**src/rtl/refclk_nco_gen_if.sv**
```systemverilog
// Trim request handshake and readback for the refclk NCO.
interface refclk_nco_gen_if;
  logic        i_trim_valid;
  logic [15:0] i_trim;
  logic        o_trim_ready;
  logic [15:0] o_trim_active;

  modport master (
    output i_trim_valid,
    output i_trim,
    input  o_trim_ready,
    input  o_trim_active
  );

  modport slave (
    input  i_trim_valid,
    input  i_trim,
    output o_trim_ready,
    output o_trim_active
  );
endinterface

```
**src/rtl/refclk_nco_gen.sv**
```systemverilog
// Phase-accumulator NCO producing a ~32.768 kHz reference clock with a
// signed frequency trim that is applied only at a period boundary.
module refclk_nco_gen #(
  parameter int unsigned SYS_CLK_HZ = 10_000_000,
  parameter int unsigned REF_CLK_HZ = 32_768,
  parameter int unsigned ACC_WIDTH  = 32
) (
  input  logic              i_clk,
  input  logic              i_reset,
  input  logic              i_en,
  refclk_nco_gen_if.slave   trim_if,
  output logic              o_refclk,
  output logic              o_refclk_stb
);

  localparam int unsigned W  = ACC_WIDTH;
  localparam int unsigned TW = 16;
  // Wide enough for any trim value so the clamp never sees a wrapped sum.
  localparam int unsigned SW = (W + 2 > TW + 2) ? W + 2 : TW + 2;

  localparam logic [63:0] INC_NOM =
    ((64'(REF_CLK_HZ) << W) + 64'(SYS_CLK_HZ / 2)) / 64'(SYS_CLK_HZ);
  localparam logic signed [SW-1:0] INC_NOM_S = signed'(SW'(INC_NOM));
  localparam logic signed [SW-1:0] INC_MIN   = signed'(SW'(1));
  localparam logic signed [SW-1:0] INC_MAX   = signed'(SW'((64'd1 << (W - 1)) - 64'd1));

  typedef enum logic {
    ST_IDLE,
    ST_PENDING
  } state_e;

  state_e          state_q, state_d;
  logic [W-1:0]    acc_q, acc_d;
  logic            stb_q, stb_d;
  logic            ready_q, ready_d;
  logic [TW-1:0]   pend_q, pend_d;
  logic [TW-1:0]   active_q, active_d;

  logic signed [SW-1:0] inc_sum;
  logic [W-1:0]         inc_eff;
  logic [W:0]           acc_sum;
  logic                 wrap;

  // Effective increment: nominal plus applied trim, clamped to [1, 2^(W-1)-1].
  always_comb begin
    inc_sum = INC_NOM_S + SW'(signed'(active_q));
    if (inc_sum < INC_MIN) begin
      inc_eff = W'(INC_MIN);
    end else if (inc_sum > INC_MAX) begin
      inc_eff = W'(INC_MAX);
    end else begin
      inc_eff = W'(inc_sum);
    end
    acc_sum = {1'b0, acc_q} + {1'b0, inc_eff};
    wrap    = i_en & acc_sum[W];
  end

  // Accumulator advance and trim hand-off state machine.
  always_comb begin
    state_d  = state_q;
    acc_d    = acc_q;
    stb_d    = 1'b0;
    pend_d   = pend_q;
    active_d = active_q;

    if (i_en) begin
      acc_d = acc_sum[W-1:0];
      stb_d = ~acc_q[W-1] & acc_sum[W-1];
    end

    case (state_q)
      ST_IDLE: begin
        if (trim_if.i_trim_valid && ready_q) begin
          pend_d  = trim_if.i_trim;
          state_d = ST_PENDING;
        end
      end
      ST_PENDING: begin
        if (wrap) begin
          active_d = pend_q;
          state_d  = ST_IDLE;
        end
      end
      default: state_d = ST_IDLE;
    endcase

    ready_d = (state_d == ST_IDLE);
  end

  always_ff @(posedge i_clk) begin
    if (i_reset) begin
      state_q  <= ST_IDLE;
      acc_q    <= '0;
      stb_q    <= 1'b0;
      ready_q  <= 1'b1;
      pend_q   <= '0;
      active_q <= '0;
    end else begin
      state_q  <= state_d;
      acc_q    <= acc_d;
      stb_q    <= stb_d;
      ready_q  <= ready_d;
      pend_q   <= pend_d;
      active_q <= active_d;
    end
  end

  assign o_refclk              = acc_q[W-1];
  assign o_refclk_stb          = stb_q;
  assign trim_if.o_trim_ready  = ready_q;
  assign trim_if.o_trim_active = active_q;

endmodule
```
**src/flat_wrapper.sv**
```systemverilog
// flat-port wrapper written by rule: the top's interface ports become plain ports
module refclk_nco_gen_flat 
#(
  parameter int unsigned SYS_CLK_HZ = 10_000_000,
  parameter int unsigned REF_CLK_HZ = 32_768,
  parameter int unsigned ACC_WIDTH  = 32
)
  (i_clk, i_reset, i_en, o_refclk, o_refclk_stb, trim_if_i_trim_valid, trim_if_i_trim, trim_if_o_trim_ready, trim_if_o_trim_active);
  refclk_nco_gen_if trim_if_i ();
  input  logic i_clk;
  input  logic i_reset;
  input  logic i_en;
  output logic o_refclk;
  output logic o_refclk_stb;
  input wire logic [$bits(trim_if_i.i_trim_valid)-1:0] trim_if_i_trim_valid;
  input wire logic [$bits(trim_if_i.i_trim)-1:0] trim_if_i_trim;
  output wire logic [$bits(trim_if_i.o_trim_ready)-1:0] trim_if_o_trim_ready;
  output wire logic [$bits(trim_if_i.o_trim_active)-1:0] trim_if_o_trim_active;
  assign trim_if_i.i_trim_valid = trim_if_i_trim_valid;
  assign trim_if_i.i_trim = trim_if_i_trim;
  assign trim_if_o_trim_ready = trim_if_i.o_trim_ready;
  assign trim_if_o_trim_active = trim_if_i.o_trim_active;
  refclk_nco_gen #(.SYS_CLK_HZ(SYS_CLK_HZ), .REF_CLK_HZ(REF_CLK_HZ), .ACC_WIDTH(ACC_WIDTH)) u_core (.i_clk(i_clk), .i_reset(i_reset), .i_en(i_en), .trim_if(trim_if_i), .o_refclk(o_refclk), .o_refclk_stb(o_refclk_stb));
endmodule
```
**config.mk**
```make
export PLATFORM = sky130hd
export DESIGN_NAME = refclk_nco_gen_flat
export DESIGN_NICKNAME = d
export VERILOG_FILES = /design/src/rtl/refclk_nco_gen_if.sv /design/src/rtl/refclk_nco_gen.sv /design/src/flat_wrapper.sv
export SDC_FILE = /design/constraint.sdc
export NUM_CORES = 1
export LEC_CHECK = 0
export ABC_AREA = 1
export CORE_MARGIN = 4
export CORE_UTILIZATION = 35
export CTS_BUF_LIST = sky130_fd_sc_hd__clkbuf_16
export DETAILED_ROUTE_END_ITERATION = 8
export MAX_ROUTING_LAYER = met4
export PLACE_DENSITY = 0.51
export RECOVER_POWER = 100
export SYNTH_ARGS = -nofsm -noshare
export SYNTH_HDL_FRONTEND = slang
export SYNTH_SLANG_ARGS = --single-unit
```
**constraint.sdc**
```tcl
create_clock -name i_clk -period 3.6 [get_ports i_clk]
set_input_delay 0.36 -clock i_clk [delete_from_list [all_inputs] [get_ports i_clk]]
set_output_delay 0.36 -clock i_clk [all_outputs]
set_load 0.02 [all_outputs]
```
# Word level (Yosys, flattened, before mapping)
# Cells that the tools add are included.
# totals
reg_bits	67
latchBits	0
mem_bits_rw	0
rom_bits	0
input_bits	20
out_inout_bits	19
wordCells	25
memories	0
# op_classes
addsub	2
multipliers	0
n_div	0
n_lt_le_gt_ge	2
n_eq_ne	0
shifts	0
mux	5
n_bitwise	6
n_reduce_logical	4
# op_table
op	n
32-bit two-way mux	2
34-bit by 32-bit greater-than comparator with 1-bit output (second input constant)	1
34-bit by 2-bit less-than comparator with 1-bit output (second input constant)	1
32-bit by 32-bit adder with 33-bit output	1
25-bit by 16-bit adder with 26-bit output (first input constant)	1
1-bit inverter	4
2-bit AND reduction	2
1-bit bitwise AND	2
1-bit two-way mux	2
1-bit one-hot mux with 2 select lines	1
2-bit OR reduction	1
1-bit logical AND	1

# Depth between registers and ports, before layout
# Gate-level depths: netlist of run 1.
# logic_depth
ltp_word	9
mapped_depth	24
ltp_nobuf	23

# Worst setup path before layout of run 1
# OpenSTA, ideal clock, no wires.
# synth_timing
path_type	register to register
startpoint	reg u_core.active_q[0] (netlist: u_core.trim_if.o_trim_active[0])
endpoint	reg u_core.acc_q[31]
setup_time_ps	70
arrival_time_ps	2939
required_time_ps	3530
setup_slack_ps	591
stages_incl_launch_ff	20
path_buffers	0
period_less_slack_ps	3009
path_cell_list	dfxtp_1 > ha_1 > o21ai_0 > nand2_1 > a21oi_1 > nand2_1 > inv_1 > nand2_1 > nand2_1 > nor2_1 > ha_1 > a21oi_1 > inv_1 > nor2_1 > nand2_1 > a21oi_1 > nand2_1 > and3_1 > ha_1 > a21oi_1
# synth_between
elab_chain_len	5
elab_cells_between_ends	6
cone_classes	2 x add/sub; 2 x order compare; 2 x mux
# synth_rtl
item	line_no	source
start, declared	refclk_nco_gen.sv:37	logic [TW-1:0] active_q, active_d;
start signal, assigned	refclk_nco_gen.sv:104	active_q <= active_d;
25-bit by 16-bit adder with 26-bit output (*)	refclk_nco_gen.sv:46	inc_sum = INC_NOM_S + SW'(signed'(active_q));
34-bit by 32-bit greater-than comparator with 1-bit output	refclk_nco_gen.sv:49	end else if (inc_sum > INC_MAX) begin
32-bit two-way mux	refclk_nco_gen.sv:49	
32-bit two-way mux (*)	refclk_nco_gen.sv:47	if (inc_sum < INC_MIN) begin
32-bit by 32-bit adder with 33-bit output (*)	refclk_nco_gen.sv:54	acc_sum = {1'b0, acc_q} + {1'b0, inc_eff};
end signal, assigned	refclk_nco_gen.sv:93	acc_q <= '0;
end signal, assigned	refclk_nco_gen.sv:100	acc_q <= acc_d;
end, declared	refclk_nco_gen.sv:33	logic [W-1:0] acc_q, acc_d;
# Mark *: on every way between the ends. The rest lies on a longest branch, timed or not.
# A chain may end at the register's enable or synchronous reset.

# Worst setup path in the final report of run 1
# Ends and elaborated chain as after synthesis.

==> impl_metrics.py, run 1 <==
metrics = {
    "routing": {
        "vias": 4258,
        "firstDrtPassIters": 5,
        "routed_wirelength_um": 11400,
        "vias_per_cell": 4.61,
        "drt_iter0_markers": 188,
        "wire_per_inst_um": 12.4,
        "final_antenna_net_count": 0,
        "drc": 0,
    },
    "clocking": {
        "clockRootBuffer": "clkbuf_16",
        "cts_made_buffers": 9,
        "htreeDepth": 3,
        "clock_latency_ns": 0.34,
        "clock_path_buffers": 2,
        "clk_pin_slew_ns": 0.06,
        "cts_tree": "yes",
        "cts_sinks": 67,
        "cts_setup_buffers": 0,
    },
    "yosys": {
        "synth_area_leaders": "dfxtp_1 (30%), nand2_1 (15%), nor2_1 (12%), inv_1 (8.5%), ha_1 (5.4%)",
        "synth_top_area_share_pct": 30.3,
        "yosys_register_bits": 67,
        "synth_cells": 716,
        "synth_area_leader_cell": "dfxtp_1",
        "synth_area_um2": 4430,
        "synth_seq_area_share_pct": 30.3,
        "yosysWarnings": 0,
        "synthDistinctLibCells": 34,
        "synth_fp_nets": 756,
        "syn_avg_cell_area_um2": 6.18,
    },
    "layout": {
        "fin_nets": 791,
        "final_area_um2": 5230,
        "layout-drive-gt1-share_pct": 5.95,
        "antenna_cells": 0,
        "syn2layout_area_growth_pct": 18.2,
        "layout.cells.non_filler": 924,
        "fin_util_pct": 42.8,
    },
    "hold_path": {
        "hp-class": "register to register",
        "hold_depth": 2,
    },
    "pwr": {
        "irDropWorstVdd_mv": 0.241,
        "pwr_density_cell_nw_per_um2": 415,
        "p_leak_uw": 0.00277,
    },
    "setup_path": {
        "critPathMaxStageDelay_ns": 0.36,
        "critPathSlowestCell": "ha_1",
        "criticalPathCategory": "register to register",
        "crit_arrival_ns": 3.47,
        "cpMostUsedCell": "nand2_1",
        "worst_r2r_path_depth": 19,
        "crit_path_cell_trace": "ha_1, o21ai_1, nand2_1, a21oi_1, nand2_1, inv_1, nand2_1, nand2_1, nor2_1, ha_1, a21oi_1, inv_1, nor2_1, nand2_1, a21oi_1, nand2_1, and3_1, ha_1, a21oi_1",
        "cp_max_fo": 6,
        "cp-start-kind": "register",
        "cp.required_ns": 3.87,
        "end_kind": "register",
    },
    "global_route": {
        "grt_pass1_vias": 4127,
        "overflow": 0,
        "grt_usage_pct": 17.1,
        "antenna_found_initial": 0,
        "grt_max_degree": 40,
        "grt_pass1_wl_um": 19600,
    },
    "sta": {
        "rsz0062_at_grt": "no",
        "drv_slew": 0,
        "fmax_mhz": 312,
        "worst_slew_pin_slew_ns": 1.26,
        "setup_viol": 0,
        "holdWs_ns": 0.480,
        "finClkSkew_ns": 0.00674,
        "fin_tns_setup_ns": 0,
        "period_needed_ns": 3.20,
        "relSlewSlack_pct": 16.3,
        "post-route-period-util_pct": 88.9,
        "hold_viol": 0,
    },
    "die": {
        "die_x_um": 120,
        "rows": 40,
        "fp.coreArea_um2": 12200,
        "fp.dieArea_um2": 14500,
        "start_util_pct": 36.3,
        "ios": 39,
        "dieHeight_um": 120,
    },
    "placed_design": {
        "place_congestion": 0.905,
        "dp_hpwl_um": 8630,
        "dp.cells": 908,
        "placed_area_um2": 4960,
        "portBuffers": 38,
    },
    "job": {
        "drv_cap": 0,
    },
    "outcome": {
        "outcome": "finished clean",
    },
}
where the power goes:
part | internal [uW] | switching, uW | total (uW)
clock network | 533 | 355 | 888
logic | 160 | 291 | 452
registers | 793 | 40.8 | 833
total | 1490 | 687 | 2170
registers in the layout, indices dropped and copies added, names as in the netlist:
register / flops
u_core.acc_q: 32
u_core.trim_if.o_trim_active: 16
u_core.o_refclk_stb: 1
u_core.pend_q: 16
u_core.trim_if.o_trim_ready: 1
u_core.state_q: 1
cell usage after synthesis, drive strengths merged:
cell type,instances
ha,19
a21boi,1
nand4,4
xor2,22
and3,1
o21ai,43
nand2,196
nand3,35
or2,1
buf,10
and2,1
fa,1
a21oi,30
dfxtp,67
a31oi,2
nor3,10
nand3b,1
o21bai,2
inv,104
xnor2,2
nor4,3
nor2,150
clkbuf,11
through the flow:
| stage | total power, uW | setup slack (ns) |
|---|---|---|
| finish | 2170 | 0.398 |
| floorplan | 1170 | 0.591 |
| global route | 2300 | 0.0153 |
| global placement | 1300 | 0.347 |
| detailed placement | 1300 | 0.301 |
| CTS | 2200 | 0.272 |
worst max-delay path, delay by kind of cell (launching register included):
kind,cells,cell delay (ns)
compound gates,5,0.90
fa+ha+maj,3,0.85
buf+inv,2,0.14
flops,1,0.32
simple gates,9,0.92
layout make-up:
cell class / count / area [um2]
clock inverter: 7 / 70.1
fill: 1346 / 6980
clock buffer: 9 / 225
tap: 168 / 210
inverter: 104 / 390
timing repair buffer: 45 / 425
sequential: 67 / 1340
multi-input combinational: 524 / 2570
path summary, 6_finish.rpt:
check	slack, ns	endpoint	startpoint
max reg2reg	0.40	u_core.acc_q[31]	u_core.trim_if.o_trim_active[0]
min	0.48	u_core.trim_if.o_trim_active[11]	u_core.pend_q[11]
max	0.40	u_core.acc_q[31]	u_core.trim_if.o_trim_active[0]
min reg2reg	0.48	u_core.trim_if.o_trim_active[11]	u_core.pend_q[11]
layout by cell type, fill, tap and decap left out, types with 3 or more instances in the layout:
cell type,Yosys,layout
a21oi_1,30,30
buf_4,2,5
clkbuf_16,0,9
clkdlybuf4s50_1,0,18
dfxtp_1,67,67
dlygate4sd3_1,0,20
ha_1,19,19
inv_1,100,101
inv_2,4,4
nand2_1,182,188
nand2_2,13,7
nand3_1,31,32
nand3_2,4,3
nand4_1,4,4
nor2_1,142,142
nor2_2,4,4
nor2_4,4,4
nor3_1,10,10
o21ai_0,41,40
o21ai_1,2,3
xor2_1,22,22
per-layer routing:
layer  track usage, %  wire length, um  up-vias
li1                 -                -     2284
met1             23.1             5980     1877
met3             2.34              321       20
met4             6.30              252        0
met5                -                0        -
met2             26.3             4880       77
timing repair:
action,CTS,global route
endpoints found under the hold margin,0,0
resized for setup,0,1
hold buffers,0,0
setup endpoints to repair,0,17
cells by family (layout without fill, tap and decap cells):
group           Yosys count  count (layout)  synth area share, %
compound gates           78              78                 9.04
xor+xnor                 24              24                 4.75
fa+ha+maj                20              20                 5.82
buf+inv                 125             165                 11.2
flops                    67              67                 30.3
simple gates            402             402                 38.9
Power figures use the tool's default switching activity.
==> run 2, diff against run 1 <==
Settings changed: CTS_CLUSTER_SIZE set to 12.
==> results of run 2 <==
Final layout, timing and power as in run 1 (identical DEF).
==> run 3, diff against run 2 <==
Settings changed: REMOVE_ABC_BUFFERS set to 1.
==> run 3 against run 2 <==
Setup slack better by 0.063 ns. Routed wire length down 0.46%. Clock skew up 0.0013 ns. Fmax up 2.0%. Register-to-register slack better by 0.06 ns. Sequential share of layout area up 0.080 points. Cell count down 0.22%. First-iteration DRC count up 11%. Combinational power down 1%. Die area unchanged.
==> impl_metrics.py, run 3 (synthesis results as in run 1) <==
metrics = {
    "outcome": {
        "outcome": "finished clean",
    },
    "clocking": {
        "hold_buffers": 0,
        "clock_path_buffers": 2,
        "cts_tree": "yes",
        "cts_sinks": 67,
        "htreeDepth": 3,
        "cts_made_buffers": 9,
        "clock_latency_ns": 0.34,
        "clk_pin_slew_ns": 0.06,
        "clockRootBuffer": "clkbuf_16",
    },
    "global_route": {
        "antenna_found_initial": 0,
        "grt_usage_pct": 17.2,
        "grt_pass1_vias": 4069,
        "grt_max_degree": 40,
        "grt_pass1_wl_um": 19400,
        "overflow": 0,
    },
    "layout": {
        "layout_common_cells": "nand2_1 (188), nor2_1 (142), inv_1 (100)",
        "layout.cells.non_filler": 922,
        "largest_register_ffs": 32,
        "antenna_cells": 0,
        "layout-drive-gt1-share_pct": 5.84,
        "final_common_cell": "nand2_1",
        "syn2layout_area_growth_pct": 17.8,
        "fin_nets": 790,
        "largest-register": "u_core.acc_q",
    },
    "setup_path": {
        "worst_r2r_path_depth": 21,
        "cp.required_ns": 3.83,
        "cp-start-kind": "register",
        "critPathMaxStageDelay_ns": 0.35,
        "crit_arrival_ns": 3.37,
        "cp_max_fo": 33,
        "end_kind": "register",
        "criticalPathCategory": "register to register",
        "cpMostUsedCell": "nand2_1",
        "critPathSlowestCell": "dfxtp_1",
        "crit_path_cell_trace": "inv_1, o21ai_0, nand2_1, nand2_1, nand2_1, nand2_1, o21ai_0, xor2_1, ha_1, nand2_1, inv_1, nand2_1, nand2_1, inv_1, nand2_1, nand2_1, nand3b_4, nand2_4, nand2_1, nand2_1, nor2_1",
    },
    "routing": {
        "routed_wirelength_um": 11400,
        "wire_per_inst_um": 12.4,
        "drc": 0,
        "vias_per_cell": 4.61,
        "final_antenna_net_count": 0,
        "vias": 4255,
        "drt_iter0_markers": 209,
        "firstDrtPassIters": 4,
    },
    "sta": {
        "worst_slew_pin_slew_ns": 1.31,
        "relSlewSlack_pct": 12.4,
        "drv_slew": 0,
        "period_needed_ns": 3.14,
        "hold_viol": 0,
        "fin_tns_setup_ns": 0,
        "setup_viol": 0,
        "rsz0062_at_grt": "no",
        "post-route-period-util_pct": 87.2,
        "fmax_mhz": 319,
        "finClkSkew_ns": 0.00806,
    },
    "die": {
        "dieHeight_um": 120,
        "fp.coreArea_um2": 12200,
        "start_util_pct": 36.3,
        "die_x_um": 120,
        "rows": 40,
        "fp.dieArea_um2": 14500,
        "ios": 39,
    },
    "pwr": {
        "irDropWorstVdd_mv": 0.260,
        "p_leak_uw": 0.00276,
        "pwr_density_cell_nw_per_um2": 412,
    },
    "placed_design": {
        "portBuffers": 38,
        "dp.cells": 907,
        "place_congestion": 0.907,
        "dp_hpwl_um": 8650,
    },
    "hold_path": {
        "hold_depth": 2,
        "hp-class": "register to register",
    },
    "job": {
        "drv_cap": 0,
    },
}
-- run 3: cell count changes in the layout (fill, tap and decap cells not counted) --
cell / delta
inv_1: -1
buf_4: -1
a21oi_2: +1
and2_1: +1
clkinv_2: +1
clkinv_1: +1
a21oi_1: -1
clkinv_4: -2
and2_0: -1
-- run 3: final cells by class --
type                       count  area, um2
sequential                    67       1340
fill                        1346       7000
multi-input combinational    524       2570
inverter                     104        390
tap                          168        210
clock buffer                   9        225
clock inverter                 6       57.6
timing repair buffer          44        418
-- run 3: worst max-delay path: cells and delay by family (launching register included) --
kind	cells	cell delay (ns)
adder cells (fa/ha/maj)	1	0.35
AND/OR/NAND/NOR	14	1.55
buffers and inverters	3	0.21
AO/OA/AOI/OAI	2	0.39
XOR/XNOR	1	0.16
flip-flops	1	0.35
-- run 3: final timing paths --
| kind | end | start | slack [ns] |
|---|---|---|---|
| hold / removal | u_core.trim_if.o_trim_active[6] | u_core.pend_q[6] | 0.48 |
| setup / recovery | u_core.trim_if.o_trim_active[3] | u_core.trim_if.o_trim_active[0] | 0.46 |
| setup reg to reg | u_core.trim_if.o_trim_active[3] | u_core.trim_if.o_trim_active[0] | 0.46 |
| hold reg to reg | u_core.trim_if.o_trim_active[6] | u_core.pend_q[6] | 0.48 |
-- run 3: report_power, final --
group	internal (uW)	total [uW]	leakage [uW]	switching, uW
combinational	159	447	0.00208	287
sequential	793	833	0.000550	40.5
clock	526	868	0.000132	342
-- run 3: routing by layer --
metal / share of wire [%] / wire length [um] / vias to the layer above / GRT usage, %
li1: - / - / 2275 / -
met1: 52 / 5880 / 1889 / 23.0
met2: 44 / 5000 / 80 / 26.7
met3: 3.0 / 343 / 11 / 2.15
met4: 1.5 / 168 / 0 / 6.52
met5: 0 / 0 / - / -
-- run 3: per-stage QoR --
| stage | power, uW | worst slack [ns] | util (%) | hold WS [ns] | cell area [um2] |
|---|---|---|---|---|---|
| floorplan | 1160 | 0.589 | - | 0.432 | 4320 |
| global placement | 1290 | 0.349 | 40.6 | 0.462 | 4960 |
| detailed placement | 1300 | 0.290 | 40.6 | 0.467 | 4960 |
| CTS | 2180 | 0.263 | 42.9 | 0.484 | 5240 |
| global route | 2280 | 0.0739 | 42.7 | 0.508 | 5220 |
| finish | 2150 | 0.461 | 42.7 | 0.481 | 5220 |
-- run 3: repair_timing --
action                                  4_1_cts  5_1_grt
buffers inserted                              0        0
resized for setup                             0        2
endpoints found under the setup margin        0       18
